`src/rtl/run_dump_ctrl.sv`:
```
// Run controller and result dumper: sequences CPU reset, runs the core until
// END_COUNT enabled cycles or a PC-stall halt, then streams RF and data memory out.
module run_dump_ctrl #(
  parameter int unsigned END_COUNT   = 600,
  parameter int unsigned RST_CYCLES  = 1,
  parameter int unsigned HALT_CYCLES = 0,
  parameter int unsigned DATA_W      = 32,
  parameter int unsigned NUM_REGS    = 32,
  parameter int unsigned NUM_MEM     = 12,
  parameter int unsigned ADDR_W      = 5
) (
  input  logic              clk_i,
  input  logic              rst_i,
  input  logic              start_i,
  output logic              cpu_rst_n_o,
  output logic              cpu_en_o,
  input  logic [31:0]       pc_i,
  output logic [ADDR_W-1:0] reg_addr_o,
  input  logic [DATA_W-1:0] reg_data_i,
  output logic [ADDR_W-1:0] mem_addr_o,
  input  logic [DATA_W-1:0] mem_data_i,
  output logic              dump_valid_o,
  input  logic              dump_ready_i,
  output logic              dump_sel_o,
  output logic [ADDR_W-1:0] dump_idx_o,
  output logic [DATA_W-1:0] dump_data_o,
  output logic [31:0]       cycles_o,
  output logic              busy_o,
  output logic              halted_o,
  output logic              done_o
);

  typedef enum logic [2:0] {
    S_IDLE, S_RESET, S_RUN, S_DUMP_REG, S_DUMP_MEM, S_DONE
  } state_t;

  state_t            state, state_n;
  logic [31:0]       rst_cnt, rst_cnt_n;
  logic [31:0]       hcnt, hcnt_n;
  logic [31:0]       pc_prev, pc_prev_n;
  logic              pc_vld, pc_vld_n;
  logic              primed, primed_n;
  logic              mem_left, mem_left_n;

  logic              cpu_rst_n_n, cpu_en_n;
  logic [ADDR_W-1:0] reg_addr_n, mem_addr_n, dump_idx_n;
  logic              dump_valid_n, dump_sel_n;
  logic [DATA_W-1:0] dump_data_n;
  logic [31:0]       cycles_n;
  logic              busy_n, halted_n, done_n;

  logic [31:0]       cyc_inc, hcnt_inc;
  logic              halt_hit, end_hit, can_load;

  always_comb begin
    state_n      = state;
    rst_cnt_n    = rst_cnt;
    hcnt_n       = hcnt;
    pc_prev_n    = pc_prev;
    pc_vld_n     = pc_vld;
    primed_n     = primed;
    mem_left_n   = mem_left;
    cpu_rst_n_n  = cpu_rst_n_o;
    cpu_en_n     = cpu_en_o;
    reg_addr_n   = reg_addr_o;
    mem_addr_n   = mem_addr_o;
    dump_valid_n = dump_valid_o;
    dump_sel_n   = dump_sel_o;
    dump_idx_n   = dump_idx_o;
    dump_data_n  = dump_data_o;
    cycles_n     = cycles_o;
    halted_n     = halted_o;
    cyc_inc      = (cycles_o == '1) ? cycles_o : cycles_o + 32'd1;
    hcnt_inc     = (pc_vld && (pc_i == pc_prev)) ? hcnt + 32'd1 : '0;
    halt_hit     = 1'b0;
    end_hit      = 1'b0;
    can_load     = !dump_valid_o || dump_ready_i;

    case (state)
      S_IDLE, S_DONE: begin
        if (start_i) begin
          state_n     = S_RESET;
          rst_cnt_n   = '0;
          hcnt_n      = '0;
          pc_vld_n    = 1'b0;
          primed_n    = 1'b0;
          mem_left_n  = 1'b1;
          cpu_rst_n_n = 1'b0;
          cpu_en_n    = 1'b0;
          reg_addr_n  = '0;
          mem_addr_n  = '0;
          dump_sel_n  = 1'b0;
          dump_idx_n  = '0;
          dump_data_n = '0;
          cycles_n    = '0;
          halted_n    = 1'b0;
        end
      end
      S_RESET: begin
        if (rst_cnt == RST_CYCLES - 1) begin
          state_n     = S_RUN;
          cpu_rst_n_n = 1'b1;
          cpu_en_n    = 1'b1;
        end else begin
          rst_cnt_n = rst_cnt + 32'd1;
        end
      end
      S_RUN: begin
        cycles_n  = cyc_inc;
        pc_prev_n = pc_i;
        pc_vld_n  = 1'b1;
        if (HALT_CYCLES != 0) begin
          hcnt_n   = hcnt_inc;
          halt_hit = (hcnt_inc == HALT_CYCLES);
        end
        end_hit = (cyc_inc == END_COUNT);
        if (halt_hit || end_hit) begin
          state_n  = S_DUMP_REG;
          cpu_en_n = 1'b0;
          halted_n = halt_hit;
        end
      end
      S_DUMP_REG: begin
        // one settle cycle after the freeze edge before the first RF read is captured
        if (!primed) begin
          primed_n = 1'b1;
        end else if (can_load) begin
          dump_valid_n = 1'b1;
          dump_sel_n   = 1'b0;
          dump_idx_n   = reg_addr_o;
          dump_data_n  = reg_data_i;
          if (reg_addr_o == ADDR_W'(NUM_REGS - 1)) state_n = S_DUMP_MEM;
          else reg_addr_n = reg_addr_o + 1'b1;
        end
      end
      S_DUMP_MEM: begin
        if (can_load) begin
          if (mem_left) begin
            dump_valid_n = 1'b1;
            dump_sel_n   = 1'b1;
            dump_idx_n   = mem_addr_o;
            dump_data_n  = mem_data_i;
            if (mem_addr_o == ADDR_W'(NUM_MEM - 1)) mem_left_n = 1'b0;
            else mem_addr_n = mem_addr_o + 1'b1;
          end else begin
            dump_valid_n = 1'b0;
            state_n      = S_DONE;
          end
        end
      end
      default: state_n = S_IDLE;
    endcase

    busy_n = (state_n == S_RESET) || (state_n == S_RUN) ||
             (state_n == S_DUMP_REG) || (state_n == S_DUMP_MEM);
    done_n = (state_n == S_DONE);
  end

  always_ff @(posedge clk_i) begin
    if (rst_i) begin
      state        <= S_IDLE;
      rst_cnt      <= '0;
      hcnt         <= '0;
      pc_prev      <= '0;
      pc_vld       <= 1'b0;
      primed       <= 1'b0;
      mem_left     <= 1'b1;
      cpu_rst_n_o  <= 1'b0;
      cpu_en_o     <= 1'b0;
      reg_addr_o   <= '0;
      mem_addr_o   <= '0;
      dump_valid_o <= 1'b0;
      dump_sel_o   <= 1'b0;
      dump_idx_o   <= '0;
      dump_data_o  <= '0;
      cycles_o     <= '0;
      busy_o       <= 1'b0;
      halted_o     <= 1'b0;
      done_o       <= 1'b0;
    end else begin
      state        <= state_n;
      rst_cnt      <= rst_cnt_n;
      hcnt         <= hcnt_n;
      pc_prev      <= pc_prev_n;
      pc_vld       <= pc_vld_n;
      primed       <= primed_n;
      mem_left     <= mem_left_n;
      cpu_rst_n_o  <= cpu_rst_n_n;
      cpu_en_o     <= cpu_en_n;
      reg_addr_o   <= reg_addr_n;
      mem_addr_o   <= mem_addr_n;
      dump_valid_o <= dump_valid_n;
      dump_sel_o   <= dump_sel_n;
      dump_idx_o   <= dump_idx_n;
      dump_data_o  <= dump_data_n;
      cycles_o     <= cycles_n;
      busy_o       <= busy_n;
      halted_o     <= halted_n;
      done_o       <= done_n;
    end
  end

endmodule

```
`config.mk`:
```
export PLATFORM = sky130hd
export DESIGN_NAME = run_dump_ctrl
export DESIGN_NICKNAME = d
export VERILOG_FILES = /design/src/rtl/run_dump_ctrl.sv
export SDC_FILE = /design/constraint.sdc
export NUM_CORES = 1
export LEC_CHECK = 0
export BUFFER_PORTS_ARGS = -buffer_cell sky130_fd_sc_hd__buf_2
export CAP_MARGIN = 40
export CORE_ASPECT_RATIO = 1.25
export CORE_MARGIN = 2
export CORE_UTILIZATION = 52
export CTS_CLUSTER_SIZE = 20
export DETAILED_ROUTE_END_ITERATION = 12
export HOLD_SLACK_MARGIN = 0.08
export PLACE_DENSITY = 0.8
export SYNTH_ARGS = -nofsm -noshare
export SYNTH_HDL_FRONTEND = slang
export SYNTH_SLANG_ARGS = --single-unit
```
`constraint.sdc`:
```
create_clock -name clk_i -period 2.8 [get_ports clk_i]
set_input_delay 0.56 -clock clk_i [delete_from_list [all_inputs] [get_ports clk_i]]
set_output_delay 0.56 -clock clk_i [all_outputs]
set_load 0.01 [all_outputs]
```
==> results_dict.tcl <==
set metrics [dict create \
    status "completed" \
    final.min_clock_period_ns 2.656 \
    grt_pass1_wl_um 29610 \
    drcViolationCount 0 \
    cts_hold_buf 0 \
    antennaDiodeCount 0 \
    drt_wl_total_um 18680 \
    synthArstFlopShare_pct 0 \
    skew_ns 0.007893 \
    worstMarginPinSlew_ns 0.6988 \
    die_area_mm2 0.01328 \
    grt_usage_pct 27.77 \
    synth_top_family_by_area "simple AND/OR/NAND/NOR gates" \
    hpwl_um 12800 \
    fmax_mhz 376.4 \
    first_pass_iters 6 \
    drv_slew 0 \
    yosys_most_used_dff "dfxtp_1" \
    finalSetupViolCount 0 \
    clock_latency_ns 0.41 \
    syn_area_per_cell_um2 8.047 \
    critPathLaunchType "flop" \
    grt_antenna_before_repair 0 \
    synthSimpleGateAreaFrac_pct 25.76 \
    row_count 45 \
    vias 6841 \
    post_cts_buffers 0 \
    synthMuxAreaShare_pct 0.7978 \
    relSlewSlack_pct 53.37 \
    layout.area.seq_mm2 0.002442 \
    critPathMaxFanout 7 \
    syn_nets 905 \
    finalHoldViolCount 0 \
    nNetsFinal 1075 \
    syn_inst 799 \
    end_kind "flop" \
    cts-buffers-inserted 17 \
    tns_ns 0 \
    critical_path_required_ns 3.10 \
    grt_pass1_vias 6181 \
    synth_xor_area_share_pct 5.585 \
    io_pins 186 \
    slowest_delay_ns 0.58 \
    hold_path.class "flop to flop" \
    synth_compound_area_share_pct 23.49 \
    hold_ws_ns 0.4811 \
    gp_congestion 0.9822 \
    synth_fa_ha_area_share_pct 1.168 \
    cts_root_buf "clkbuf_16" \
    maxCapViolations 0 \
    power.density_mw_per_mm2 592.5 \
    syn_to_final_growth_pct 28.18 \
    port_buffers 152 \
    die_w_um 103.5 \
    fill_cells 1005 \
    critPathKind "flop to flop" \
    cts_resized 0 \
    path_cells "nand4_2 -> or4_4 -> a311oi_4 -> nand4_1 -> a22oi_1 -> nand4_1 -> o31a_1" \
    synth_seq_area_share_pct 37.98 \
    synth_cell_types 67 \
    grt_overflow 0 \
    die_h_um 128.3 \
    rsz0062_at_grt "no" \
    coreArea_mm2 0.01211 \
    viasPerCell 5.969 \
    wire_per_inst_um 16.30 \
    layout-drive-gt1-share_pct 26.99 \
    max-vdd-ir-drop_mv 0.3915 \
    cts_tree "built" \
    fin_crit_sh_pct 94.87 \
    cp.arrival_ns 2.95 \
    grt_max_degree 82 \
    ant_nets 0 \
    ys.warnings.count 0 \
    h-tree-depth 4 \
    clk_pin_slew_ns 0.06 \
    first_iter_violations 394 \
    leakagePower_nw 3.261 \
    syn_area_mm2 0.006430 \
    clockBufferDepth 2 \
    synth-edff-count 0 \
    multi_input_area_mm2 0.003671 \
    cp_slowest_cell "or4_4" \
    start_util_pct 53.12 \
    ys_seq_elements 122 \
    cts.sinks 122 \
    cpMostUsedCell "nand4_1" \
]
-- registers in the layout (all words and copies together), names as in the netlist --
register and cells:
state 3, dump_data_o 32, mem_left 1, cpu_en_o 1, primed 1, busy_o 1
done_o 1, reg_addr_o 5, dump_sel_o 1, cycles_o 32, cpu_rst_n_o 1, dump_idx_o 5
rst_cnt 32, mem_addr_o 5, dump_valid_o 1
-- critical path, delay by kind of cell (launching register included) --
| kind | cells | cell delay, ns |
|---|---|---|
| compound gates | 3 | 0.94 |
| simple gates | 4 | 1.14 |
| flops | 1 | 0.46 |
-- synthesized netlist by cell type (16+ instances only) --
cell type | instances | area [µm²]
dfxtp_1 | 122 | 2442
nor2_1 | 118 | 442.9
nand2_1 | 55 | 206.5
a211oi_1 | 45 | 337.8
a22oi_1 | 44 | 330.3
clkbuf_1 | 39 | 146.4
o21ai_0 | 36 | 180.2
a21oi_1 | 35 | 175.2
nand4_1 | 28 | 175.2
nand3_1 | 25 | 125.1
xnor2_1 | 24 | 210.2
nor3_1 | 19 | 95.09
xor2_1 | 17 | 148.9
a311oi_1 | 16 | 140.1
inv_1 | 16 | 60.06
-- cells by family after synthesis --
kind of cell,count (synthesis)
AOI/OAI and AO/OA,218
xor gates and xnor gates,41
adders and majority gates,6
buffers and inverters,78
DFF,122
muxes,5
other,1
and+or+nand+nor,328
-- cell type report --
cell class	count	share of cell area, %
clock buffers	19	5.496
clock inverters	13	2.019
inverters	16	0.7287
multi-input cells	599	44.54
flip-flops and latches	122	29.63
well taps	164	2.490
repair buffers	213	15.09
-- final timing paths --
check | startpoint | endpoint | slack [ns] | cells after the start
worst max-delay path | cycles_o[6] | cpu_en_o | 0.14 | 7
worst min-delay path | dump_sel_o | dump_sel_o | 0.48 | 2
worst max register to register | cycles_o[6] | cpu_en_o | 0.14 | 7
worst min register to register | dump_sel_o | dump_sel_o | 0.48 | 2
-- per-layer routing --
metal  wire length [µm]  share of wire, %  GRT usage [%]  vias up
met3               1300               7.0          5.616       54
met2               9198                49          46.79      298
li1                   -                 -              -     3311
met1               7619                41          33.48     3178
met5                  0                 0              0        -
met4                565               3.0          13.00        0
-- placed cells by master, fill, tap and decap left out, drive strengths merged, types with 19 or more instances in the layout --
cell    Yosys  final
a211oi     45     45
a21oi      35     35
a22oi      44     44
buf        20    213
clkbuf     42     19
dfxtp     122    122
inv        16     19
nand2      55     55
nand3      26     26
nand4      31     31
nor2      118    118
nor3       20     20
o21ai      37     37
xnor2      24     24
-- stage by stage --
stage                     std cells  instance area, µm²  util, %  total power, W  setup WS, ns
after floorplan                 799                6430        -        0.002353        0.1811
after global placement         1113                7610    62.86        0.002608        0.1144
after detailed placement       1114                7617    62.93        0.002627        0.1245
after CTS                      1146                8237    68.04        0.004902       0.07742
after global routing           1146                8242    68.08        0.005072       0.02455
final                          1146                8242    68.08        0.004884        0.1435
-- power by group --
part	internal, W	total [W]	switching, W
clock network	0.00145	0.00229	0.000832
registers	0.00184	0.00190	0.0000577
logic	0.000273	0.000700	0.000428
total	0.00357	0.00488	0.00132
(Power assumes the default switching activity.)
